**src/rtl/spi_cmd_tx.sv**
```systemverilog
// SD-card SPI-mode command framer: shifts a 48-bit command frame on MOSI, then hunts/captures R1.
// Define SPI_CMD_CRC_EN to compute crc7 serially; otherwise crc7 comes from a CMD0/CMD8 table.
module spi_cmd_tx #(
  parameter int NCR_MAX   = 8,
  parameter int NCR_WIDTH = $clog2(NCR_MAX*8+1)
) (
  input  logic        clk,
  input  logic        rst,
  input  logic        sclk_rise_i,
  input  logic        sclk_fall_i,
  input  logic        cmd_valid_i,
  input  logic [5:0]  cmd_index_i,
  input  logic [31:0] cmd_arg_i,
  output logic        cmd_ready_o,
  input  logic        miso_i,
  output logic        mosi_o,
  output logic        resp_valid_o,
  output logic [7:0]  resp_o,
  output logic        timeout_o
);

  typedef enum logic [2:0] {
    S_IDLE, S_CRC, S_SHIFT, S_WAIT, S_RECV, S_DONE
  } state_t;

  state_t state, state_n;

  logic [47:0]          shreg, shreg_n;
  logic [5:0]           bit_cnt, bit_cnt_n;
  logic [NCR_WIDTH-1:0] wait_cnt, wait_n;
  logic [3:0]           rx_cnt, rx_n;
  logic [7:0]           resp_n;
  logic                 to_n;
  logic [39:0]          frame40;
  logic                 rise, fall;

  localparam logic [NCR_WIDTH-1:0] WAIT_LAST = NCR_WIDTH'(NCR_MAX*8-1);

  assign rise    = sclk_rise_i;
  assign fall    = sclk_fall_i & ~sclk_rise_i;
  assign frame40 = {2'b01, cmd_index_i, cmd_arg_i};

`ifdef SPI_CMD_CRC_EN
  logic [6:0] crc, crc_n, crc_step;
  logic [5:0] crc_cnt, crc_cnt_n;
  logic       crc_fb;

  always_comb begin
    crc_fb   = crc[6] ^ shreg[6'd47 - crc_cnt];
    crc_step = {crc[5:0], 1'b0} ^ (crc_fb ? 7'h09 : 7'h00);
  end

  // start bit must stay hidden until the crc is folded into the frame
  assign mosi_o = shreg[47] | (state == S_CRC);
`else
  logic [6:0] crc_tab;

  always_comb begin
    case (cmd_index_i)
      6'd0:    crc_tab = 7'h4A;
      6'd8:    crc_tab = 7'h43;
      default: crc_tab = 7'h7F;
    endcase
  end

  assign mosi_o = shreg[47];
`endif

  assign cmd_ready_o  = (state == S_IDLE);
  assign resp_valid_o = (state == S_DONE);

  always_comb begin
    state_n   = state;
    shreg_n   = shreg;
    bit_cnt_n = bit_cnt;
    wait_n    = wait_cnt;
    rx_n      = rx_cnt;
    resp_n    = resp_o;
    to_n      = timeout_o;
`ifdef SPI_CMD_CRC_EN
    crc_n     = crc;
    crc_cnt_n = crc_cnt;
`endif
    unique case (state)
      S_IDLE: begin
        if (cmd_valid_i) begin
          bit_cnt_n = '0;
          wait_n    = '0;
          rx_n      = '0;
          to_n      = 1'b0;
          resp_n    = 8'hFF;
`ifdef SPI_CMD_CRC_EN
          shreg_n   = {frame40, 8'h01};
          crc_n     = '0;
          crc_cnt_n = '0;
          state_n   = S_CRC;
`else
          shreg_n   = {frame40, crc_tab, 1'b1};
          state_n   = S_SHIFT;
`endif
        end
      end
`ifdef SPI_CMD_CRC_EN
      S_CRC: begin
        crc_n     = crc_step;
        crc_cnt_n = crc_cnt + 6'd1;
        if (crc_cnt == 6'd39) begin
          shreg_n[7:1] = crc_step;
          state_n      = S_SHIFT;
        end
      end
`endif
      S_SHIFT: begin
        if (rise) begin
          bit_cnt_n = bit_cnt + 6'd1;
          if (bit_cnt == 6'd47) state_n = S_WAIT;
        end else if (fall) begin
          // ones shift in behind the frame so MOSI idles high afterwards
          shreg_n = {shreg[46:0], 1'b1};
        end
      end
      S_WAIT: begin
        if (rise) begin
          if (!miso_i) begin
            resp_n  = {resp_o[6:0], 1'b0};
            rx_n    = 4'd1;
            state_n = S_RECV;
          end else begin
            wait_n = wait_cnt + NCR_WIDTH'(1);
            if (wait_cnt == WAIT_LAST) begin
              to_n    = 1'b1;
              resp_n  = 8'hFF;
              state_n = S_DONE;
            end
          end
        end
      end
      S_RECV: begin
        if (rise) begin
          resp_n = {resp_o[6:0], miso_i};
          rx_n   = rx_cnt + 4'd1;
          if (rx_cnt == 4'd7) state_n = S_DONE;
        end
      end
      S_DONE:  state_n = S_IDLE;
      default: state_n = S_IDLE;
    endcase
  end

  always_ff @(posedge clk or negedge rst) begin
    if (!rst) begin
      state     <= S_IDLE;
      shreg     <= '1;
      bit_cnt   <= '0;
      wait_cnt  <= '0;
      rx_cnt    <= '0;
      resp_o    <= 8'hFF;
      timeout_o <= 1'b0;
    end else begin
      state     <= state_n;
      shreg     <= shreg_n;
      bit_cnt   <= bit_cnt_n;
      wait_cnt  <= wait_n;
      rx_cnt    <= rx_n;
      resp_o    <= resp_n;
      timeout_o <= to_n;
    end
  end

`ifdef SPI_CMD_CRC_EN
  always_ff @(posedge clk or negedge rst) begin
    if (!rst) begin
      crc     <= '0;
      crc_cnt <= '0;
    end else begin
      crc     <= crc_n;
      crc_cnt <= crc_cnt_n;
    end
  end
`endif

endmodule

```
**config.mk**
```make
export PLATFORM = sky130hd
export DESIGN_NAME = spi_cmd_tx
export DESIGN_NICKNAME = d
export VERILOG_FILES = /design/src/rtl/spi_cmd_tx.sv
export SDC_FILE = /design/constraint.sdc
export NUM_CORES = 1
export LEC_CHECK = 0
export CORE_ASPECT_RATIO = 0.9
export CORE_MARGIN = 5
export CORE_UTILIZATION = 38
export CTS_CLUSTER_DIAMETER = 30
export DETAILED_ROUTE_END_ITERATION = 8
export PLACE_DENSITY = 0.66
export SLEW_MARGIN = 5
export SYNTH_ARGS = -nofsm -noshare
export SYNTH_HDL_FRONTEND = slang
export SYNTH_SLANG_ARGS = --single-unit
```
**constraint.sdc**
```tcl
create_clock -name clk -period 1.9 [get_ports clk]
set_input_delay 0.38 -clock clk [delete_from_list [all_inputs] [get_ports clk]]
set_output_delay 0.38 -clock clk [all_outputs]
set_load 0.01 [all_outputs]
```
**Word-level counts from Yosys, hierarchy flattened**

Index checks and enable logic that the tools add are counted.
W data, S select, Z words.

- Register bits: 77
- Bits in latches: 0
- RAM bits: 0
- ROM bits: 0
- Input port bits: 44
- Output and inout bits: 12
- Word-level logic and storage cells: 81
- Memories: 0

- Add/sub/neg operators: 3
- $mul: 0
- Div/mod/pow operators: 0
- $lt $le $gt $ge: 0
- Equality and inequality tests: 20
- Shift operators: 0
- Mux-type cells: 37
- Bitwise gates (word level): 2
- Reductions and logical operators: 12

Operators by type and width:

| kind | count |
|---|---|
| $mux W48 | 3 |
| $pmux W48 S2 | 1 |
| $mux W8 | 5 |
| $mux W3 | 8 |
| $pmux W6 S2 | 2 |
| $pmux W8 S3 | 1 |
| $ne A2 B2 Y1 const B | 11 |
| $mux W7 | 3 |
| $mux W4 | 4 |
| $reduce_and A5 Y1 | 3 |
| $pmux W7 S2 | 1 |
| $mux W6 | 2 |
| $pmux W3 S4 | 1 |
| $pmux W4 S3 | 1 |
| $reduce_and A4 Y1 | 2 |
| $add A7 B1 Y7 const B | 1 |
| $eq A7 B6 Y1 const B | 1 |
| $reduce_and A7 Y1 | 1 |
| $add A6 B1 Y6 const B | 1 |
| $eq A3 B2 Y1 const B | 2 |
| $eq A3 B3 Y1 const B | 2 |
| $eq A6 B4 Y1 const B | 1 |
| $eq A6 B6 Y1 const B | 1 |
| $logic_not A6 Y1 | 1 |
| 11 further kinds | 15 |

**Depth between registers and ports, before layout**

Gate-level depths: netlist of the first run.

- Depth in word-level cells: 5
- Depth in mapped cells: 8
- Gate-level depth less buffers: 5

**Worst setup path before layout of the first run**

OpenSTA, ideal clock, no wires.

- Path kind: input-to-reg
- Start: input port sclk_rise_i
- End: register wait_cnt[5]
- Library setup time: 0.078 ns
- Arrival: 1.688 ns
- Required time: 1.822 ns
- Setup slack: 0.134 ns
- Cell stages on the path: 5
- Buffers on the path: 1
- Cells stage by stage: clkbuf_1 -> nand4_1 -> a21o_1 -> or4_1 -> a21oi_1

- Cells in the longest elaborated chain, start to end: 2

RTL lines:

| item | RTL line | text |
|---|---|---|
| start, declared | 9 | `input logic sclk_rise_i,` |
| $ne A2 B2 Y1 (no line) | -- |  |
| $reduce_and A4 Y1 (no line) | -- |  |
| end signal, assigned | 163 | `wait_cnt <= wait_n;` |
| end, declared | 30 | `logic [NCR_WIDTH-1:0] wait_cnt, wait_n;` |

No other way between the ends.
A chain may end at the register's enable or synchronous reset.

**Worst setup path in the final report of the first run**

- Start: input port cmd_valid_i
- End: register wait_cnt[5]

- Cells in the longest elaborated chain, start to end: 2

RTL lines:

| item | RTL line | text |
|---|---|---|
| start, declared | 11 | `input logic cmd_valid_i,` |
| $ne A2 B2 Y1 (no line) | -- |  |
| $reduce_and A4 Y1 (no line) | -- |  |

No other way between the ends.

==> results of run 1 <==
stage by stage:
step	cells	setup WS (ns)	hold slack, ns	util (%)
after floorplan	364	0.1339	0.08441	-
after global placement	545	-0.3148	0.3611	47.32
after detailed placement	545	-0.3357	0.3548	47.32
after CTS	563	0.03673	0.4796	49.69
after global routing	563	-0.04900	0.4997	49.79
final	563	-0.01632	0.4780	49.79
metal layers:
layer	global-route usage, %	wire length (um)	vias to the layer above
met1	18.30	3649	1329
li1	-	-	1427
met4	5.598	127	0
met3	3.499	324	10
met5	0	0	-
met2	20.94	3654	53
worst min-delay path: stages (launching register included):
cell and delay [ns]:
sky130_fd_sc_hd__dfstp_2 0.37, sky130_fd_sc_hd__nand2_1 0.04, sky130_fd_sc_hd__o21ai_0 0.06
cells in the final DEF, fill, tap and decap left out, types with 3 or more instances in the layout:
cell,synthesis,final
sky130_fd_sc_hd__nand3_1,9,8
sky130_fd_sc_hd__clkdlybuf4s50_1,0,52
sky130_fd_sc_hd__dfrtp_1,21,19
sky130_fd_sc_hd__nor2_1,18,18
sky130_fd_sc_hd__inv_1,10,10
sky130_fd_sc_hd__a21oi_1,7,7
sky130_fd_sc_hd__o21ai_0,55,55
sky130_fd_sc_hd__xnor2_1,8,8
sky130_fd_sc_hd__o22a_1,7,7
sky130_fd_sc_hd__buf_4,0,23
sky130_fd_sc_hd__o41ai_1,4,4
sky130_fd_sc_hd__clkbuf_8,0,9
sky130_fd_sc_hd__dfstp_2,55,55
sky130_fd_sc_hd__buf_12,0,3
sky130_fd_sc_hd__nor3_1,6,6
sky130_fd_sc_hd__nand2_1,58,58
sky130_fd_sc_hd__ha_1,3,3
sky130_fd_sc_hd__o31ai_1,4,4
sky130_fd_sc_hd__mux2i_1,38,38
state kept, by name (all words and copies together) (netlist names):
name	cells
rx_cnt	4
shreg	47
bit_cnt	6
state	3
resp_o	8
timeout_o	1
wait_cnt	7
power breakdown:
part           switching (mW)  internal, mW  leakage [nW]
clock                   0.599         0.690         0.105
sequential              0.383          2.58         0.857
combinational            1.48          1.36          1.02
area by class of cell:
type	count	area [um^2]	area share [%]
Clock buffer	11	152.6	3.189
Inverter	10	37.54	0.7841
Timing Repair Buffer	81	777.0	16.23
Tap cell	126	157.7	3.293
Sequential cell	76	1973	41.22
Multi-Input combinational cell	254	1632	34.08
Clock inverter	5	57.56	1.202
cells by family after synthesis:
| logic type | Yosys count |
|---|---|
| AOI/OAI and AO/OA | 92 |
| DFF | 76 |
| muxes | 39 |
| xor gates and xnor gates | 8 |
| and+or+nand+nor | 112 |
| adders and majority gates | 3 |
| buffers and inverters | 34 |
how the worst min path moves through the flow:
stage                     startpoint    endpoint  slack (ns)  depth (start not counted)
final                      shreg[39]   shreg[39]        0.48                          2
after global routing        shreg[1]    shreg[1]        0.50                          2
after CTS                  shreg[46]   shreg[47]        0.48                          2
after detailed placement         rst   rx_cnt[0]        0.35                          1
after global placement           rst   rx_cnt[0]        0.36                          1
after floorplan                  rst  bit_cnt[0]        0.08                          0
repair_timing:
item                                    4_1_cts  5_1_grt
setup buffers                                 1        0
endpoints found under the setup margin        2        5
hold buffers                                  1        0
cloned                                        0        0
gates resized for setup                       4        8
endpoints found under the hold margin        21        0
==> flow_summary.rst, run 1 <==
.. list-table::
   :header-rows: 1

   * - Metric
     - Value
   * - TritonCTS clock tree
     - done
   * - Fraction of layout cells with a size suffix above 1
     - roughly a quarter
   * - Total overflow reported by the global router
     - 0
   * - CP cell instances
     - clkdlybuf4s50_1, or3b_1, a21o_1, or4_1, a21oi_1
   * - Weighted congestion reported at the end of routability-driven placement
     - 0.7663
   * - Number of detailed-routing iterations run before antenna repair
     - 4
   * - Cells after synthesis
     - roughly 360
   * - IO Port Bufs
     - 55
   * - Post-synth top flop
     - sky130_fd_sc_hd__dfstp_2
   * - Via count normalized by instance count
     - 5.007
   * - CP Capture Type
     - flip-flop
   * - Area fraction in compound gates after synthesis
     - 15.21%
   * - Start point of the critical path
     - cmd_valid_i
   * - RR Endpoint
     - wait_cnt[5]
   * - Critical setup path kind
     - in -> reg
   * - Leading cell type by number of instances after synthesis
     - sky130_fd_sc_hd__nand2_1
   * - Fraction of the mapped netlist area in adder cells
     - 1.012%
   * - Simple-gate portion of the synthesized area
     - 14.40%
   * - Crit-path leading delay family
     - simple AND/OR/NAND/NOR gates
   * - Dominant combinational cell family by area after synthesis
     - compound AO/OA/AOI/OAI gates
   * - Final hold violation count
     - 0
   * - Pins Over Slew Limit
     - 0
   * - Sink count of the clock tree
     - 76
   * - Library cell with the largest summed area after synthesis
     - sky130_fd_sc_hd__dfstp_2
   * - Critical path fanouts, max
     - 6
   * - Count of filler cells inserted in the layout
     - ~900
   * - Source of the worst register-to-register timing path
     - state[0]
   * - Max-cap viol count
     - 0
   * - Inserted Clock Buffers
     - 9
   * - Count of antenna-violating nets left after detailed routing
     - 0
   * - Startpoint type of the worst setup path
     - input port
   * - Flop and latch count out of synthesis
     - 76
   * - Setup slack on the worst flop-to-flop path
     - 0.01 ns
   * - Placement-stage cell area
     - roughly 4500 um^2
   * - Core Area
     - 9614 um^2
   * - Vias after detailed routing
     - 2819
   * - Final Setup Violations
     - 1
   * - Final Skew
     - 0.01077 ns
   * - All-Layer GR Usage
     - a little over an eighth
   * - Total DRC errors in the routed layout
     - 0
   * - Layout-stage area growth over the synthesis result
     - 29.04%
   * - Overall die area
     - between 10000 and 15000 um^2
   * - Initial core utilization
     - 38.59%
   * - Sum of net half-perimeters after detailed placement
     - roughly 5600 um
   * - Post-synthesis mux area share
     - between 10% and 20%
   * - Routed WL
     - 7756 um
   * - Type of the tightest min-delay check
     - reg -> reg
   * - Number of levels the H-tree was split into
     - 3
   * - Async set-or-reset flop fraction in the synthesized netlist
     - 100.0%
   * - Final antenna diode count
     - 0
   * - Slew HR
     - approximately 70%
   * - Worst setup path endpoint
     - wait_cnt[5]
   * - VDD IR max
     - 542.4 uV
   * - Critical-path top delay cell
     - sky130_fd_sc_hd__clkdlybuf4s50_1
   * - Final clock period utilization by the worst path
     - 100.9%
   * - Antenna violations before repair
     - 0
   * - RSZ-0062 raised after global routing
     - yes
   * - Outcome
     - complete, but fails checks
   * - Chip Width
     - roughly 110 um
   * - Routed length per instance
     - ~14 um
   * - Violated checks
     - setup timing
   * - Parity-gate share of the synthesized area counting xor and xnor cells
     - around 1.9%
   * - Timing-limited maximum frequency
     - around 520 MHz
   * - Endpoint arrival time on the critical path
     - about 2.2 ns
   * - Sequential element share of the synthesized area
     - a little over half
   * - Y dimension of the die
     - 103.7 um
   * - CTS clock-pin slew for the worst setup and hold paths
     - about 0.08 ns
   * - Synth Cell Area
     - approximately 3700 um^2
   * - Portion of synthesized cell area occupied by the leading cell type
     - between 30% and 40%
   * - Layout net count
     - around 480
   * - Global-route wire length before repair
     - around 13000 um
   * - Violation count after the first detailed-routing iteration
     - roughly 130
   * - Post-route setup TNS
     - -0.01632 ns
   * - Count of flip-flops with a built-in enable after synthesis
     - 0
   * - Number of cells on the critical path
     - 5
   * - Number of rows created at floorplan
     - 34
   * - Post-synth cell types
     - 43
   * - Slew of the pin with the lowest slew margin
     - roughly 0.46 ns
   * - Buffers plus inverters on the worst setup path
     - 1
   * - Final critical path time including I/O delays and setup
     - roughly 1.9 ns
   * - Pin count of the biggest net entering global routing
     - 46
   * - Average cell area after synthesis
     - between 10 and 15 um^2
   * - Path depth of the worst reg2reg path
     - 5
   * - Total power density per cell area
     - about 1500 nW/um^2
   * - Worst skew pair latency
     - approximately 0.35 ns
   * - Worst path max stage delay
     - 0.52 ns
   * - Lkg Pwr
     - slightly below 2 nW
   * - Total power
     - ~7 mW
   * - Number of global-route vias before repair
     - 2847
   * - Synthesized net count
     - 411
   * - Final standard cell area without fillers
     - ~4800 um^2
   * - CP required
     - approximately 2.2 ns
   * - Leading cell types by count after synthesis
     - 58 x sky130_fd_sc_hd__nand2_1, 55 x sky130_fd_sc_hd__dfstp_2, 55 x sky130_fd_sc_hd__o21ai_0
   * - Root buffer cell
     - sky130_fd_sc_hd__clkbuf_8
   * - Buffer levels on the longest clock path
     - 2
   * - Yosys synthesis warning count
     - 0
   * - Top cells by area in the synthesized netlist
     - sky130_fd_sc_hd__dfstp_2 39%, sky130_fd_sc_hd__dfrtp_1 14%, sky130_fd_sc_hd__mux2i_1 10%
   * - Number of I/O pins
     - between 50 and 60
   * - Setup slack of the critical path after layout
     - -0.01632 ns
No activity file was read; power rests on OpenSTA's default activity.
==> inputs of run 2 (changes only) <==
- PLACE_DENSITY: 0.66 -> 0.68
- clock period: 1.9 -> 1.75 ns (I/O delays scaled with it)
==> run 2 against run 1 <==
The flow now finishes without violations. Critical path depth unchanged. Sequential share of layout area decreased by 2.3 points. Power increased by 16%. Global-route usage increased by 0.74 points. Clock power increased by 11%. Final area increased by 5.9%. Register-to-register slack improved by 0.03 ns. Clock-buffer cell count increased by 1. Sequential power increased by 9.1%. Setup slack improved by 0.053 ns. Wire length increased by 8.2%. Critical endpoint unchanged. Largest cell class unchanged. Highest routed layer unchanged.
==> flow_summary.rst, run 2 (synthesized netlist as in run 1, its figures left out) <==
.. list-table::
   :header-rows: 1

   * - Metric
     - Value
   * - Antenna violations before repair
     - 0
   * - Setup slack of the critical path after layout
     - approximately 0.037 ns
   * - Startpoint type of the worst setup path
     - input port
   * - Overall die area
     - roughly 12000 um^2
   * - Max-cap viol count
     - 0
   * - Core Area
     - 9614 um^2
   * - Placement-stage cell area
     - approximately 4700 um^2
   * - Worst slack at placement
     - -0.5959 ns
   * - Layout net count
     - roughly 500
   * - Slew HR
     - 67.33%
   * - Final critical path time including I/O delays and setup
     - 1.713 ns
   * - Start point of the critical path
     - cmd_valid_i
   * - Final Setup Violations
     - 0
   * - Number of global-route vias before repair
     - around 3000
   * - Count of antenna-violating nets left after detailed routing
     - 0
   * - Pins Over Slew Limit
     - 0
   * - Y dimension of the die
     - 103.7 um
   * - TritonCTS clock tree
     - done
   * - CP required
     - a little over 2 ns
   * - Weighted congestion reported at the end of routability-driven placement
     - ~0.8
   * - Violation count after the first detailed-routing iteration
     - 120
   * - Via count normalized by instance count
     - just over 5
   * - Sum of net half-perimeters after detailed placement
     - around 5800 um
   * - Number of I/O pins
     - 56
   * - Worst setup path endpoint
     - wait_cnt[5]
   * - Routed met1 length
     - between 3000 and 4000 um
   * - Routed WL
     - roughly 8400 um
   * - Routed length per instance
     - 14.39 um
   * - Root buffer cell
     - sky130_fd_sc_hd__clkbuf_8
   * - Layout-stage area growth over the synthesis result
     - 36.69%
   * - Total power
     - 8.255 mW
   * - CTS clock-pin slew for the worst setup and hold paths
     - 0.08 ns
   * - RR Endpoint
     - resp_o[6]
   * - Lkg Pwr
     - 2.090 nW
   * - Count of filler cells inserted in the layout
     - between 900 and 1000
   * - Slew of the pin with the lowest slew margin
     - 0.4900 ns
   * - Endpoint arrival time on the critical path
     - 2.01 ns
   * - Final antenna diode count
     - 0
   * - Number of levels the H-tree was split into
     - 3
   * - Number of detailed-routing iterations run before antenna repair
     - 4
   * - Outcome
     - complete, no violations
   * - Met2 wire len
     - between 4000 and 5000 um
   * - Final clock period utilization by the worst path
     - between 90% and 100%
   * - Global-route wire length before repair
     - roughly 14000 um
   * - Number of rows created at floorplan
     - 34
   * - Vias after detailed routing
     - 2937
   * - All-Layer GR Usage
     - 14.40%
   * - Most frequent cells in the layout
     - 58 x sky130_fd_sc_hd__nand2_1, 55 x sky130_fd_sc_hd__dfstp_2, 43 x sky130_fd_sc_hd__clkdlybuf4s50_1
   * - Final hold violation count
     - 0
   * - Hold path cells
     - 2
   * - CP Capture Type
     - flip-flop
   * - Total power density per cell area
     - 1628 nW/um^2
   * - Critical setup path kind
     - in -> reg
   * - Final standard cell area without fillers
     - between 5000 and 6000 um^2
   * - VDD IR max
     - between 700 and 800 uV
   * - Chip Width
     - roughly 110 um
   * - Critical path fanouts, max
     - 5
   * - Source of the worst register-to-register timing path
     - state[0]
   * - Buffer levels on the longest clock path
     - 2
   * - Total DRC errors in the routed layout
     - 0
   * - Worst skew pair latency
     - about 0.36 ns
   * - Inserted Clock Buffers
     - 9
   * - IO Port Bufs
     - 55
   * - Path depth of the worst reg2reg path
     - 5
   * - Final cell utilization of the core
     - between 50% and 60%
   * - Number of flip-flops in the largest register
     - 47
   * - Timing-limited maximum frequency
     - 583.7 MHz
   * - Met3 routed wirelength
     - around 300 um
   * - Initial core utilization
     - roughly two fifths
   * - Sink count of the clock tree
     - 76
   * - Register ranked first by flip-flop count
     - shreg
   * - Setup slack on the worst flop-to-flop path
     - between 0.03 and 0.04 ns
   * - Min-delay src
     - shreg[37]
   * - RSZ-0062 raised after global routing
     - yes
   * - Pin count of the biggest net entering global routing
     - 39
   * - Fraction of layout cells with a size suffix above 1
     - a little under a third
   * - Commonest non-fill, non-tap cell in the layout
     - sky130_fd_sc_hd__nand2_1
   * - Final Skew
     - between 0.01 and 0.015 ns
   * - Top routing layer in use
     - met4
   * - Total overflow reported by the global router
     - 0
   * - Biggest regs
     - shreg: 47 flops, resp_o: 8 flops, wait_cnt: 7 flops
   * - Post-route setup TNS
     - 0 ns
   * - Type of the tightest min-delay check
     - reg -> reg
run 2: cell types whose count changed in the layout (fill, tap and decap cells not counted), moves of 3 or more:
cell                              before  now
sky130_fd_sc_hd__buf_2                 0    3
sky130_fd_sc_hd__buf_4                23   35
sky130_fd_sc_hd__o21ai_1               0   14
sky130_fd_sc_hd__dlygate4sd2_1         1    9
sky130_fd_sc_hd__o21ai_0              55   41
sky130_fd_sc_hd__clkdlybuf4s50_1      52   43
sky130_fd_sc_hd__or3b_4                0    3
sky130_fd_sc_hd__buf_6                 0    5
run 2: area by class of cell:
type | instances | area (um^2) | share of cell area, %
Clock buffer | 12 | 156.4 | 3.084
Clock inverter | 4 | 55.05 | 1.086
Tap cell | 126 | 157.7 | 3.109
Inverter | 10 | 37.54 | 0.7402
Multi-Input combinational cell | 254 | 1732 | 34.15
Timing Repair Buffer | 101 | 958.4 | 18.90
Sequential cell | 76 | 1974 | 38.93
run 2: repair_timing:
| action | CTS | global route |
|---|---|---|
| setup endpoints to repair | 16 | 58 |
| gates cloned | 0 | 2 |
| setup buffers | 1 | 2 |
| pin swaps | 0 | 5 |
| gates resized for setup | 25 | 38 |
| hold endpoints to repair | 10 | 0 |
| hold buffers | 1 | 0 |
run 2: per-layer routing:
metal	vias to the layer above	track usage, %
met5	-	0
met4	0	4.241
met3	9	4.840
met2	46	23.54
met1	1410	18.01
li1	1472	-
run 2: worst min-delay path by stage:
stage	slack (ns)	end
after floorplan	0.05	bit_cnt[0]
after global placement	0.35	bit_cnt[1]
after detailed placement	0.35	bit_cnt[0]
after CTS	0.48	shreg[2]
after global routing	0.50	shreg[43]
final	0.47	shreg[37]
run 2: worst max-delay path: stages:
cell and delay (ns):
sky130_fd_sc_hd__clkdlybuf4s50_1 0.49, sky130_fd_sc_hd__or3b_4 0.45, sky130_fd_sc_hd__a21o_1 0.19, sky130_fd_sc_hd__or4_4 0.41, sky130_fd_sc_hd__a21oi_2 0.12
run 2: report_power, final:
| group | total, mW | switching [mW] | internal [mW] | leakage (nW) |
|---|---|---|---|---|
| Clock | 1.43 | 0.672 | 0.754 | 0.102 |
| Sequential | 3.23 | 0.429 | 2.80 | 0.856 |
| Combinational | 3.60 | 1.79 | 1.81 | 1.13 |
| Total | 8.26 | 2.89 | 5.36 | 2.09 |
run 2: metrics by stage:
stage               hold slack (ns)  instances
global route                 0.4998        583
finish                       0.4677        583
CTS                          0.4805        579
floorplan                   0.05441        364
detailed placement           0.3517        561
global placement             0.3462        561
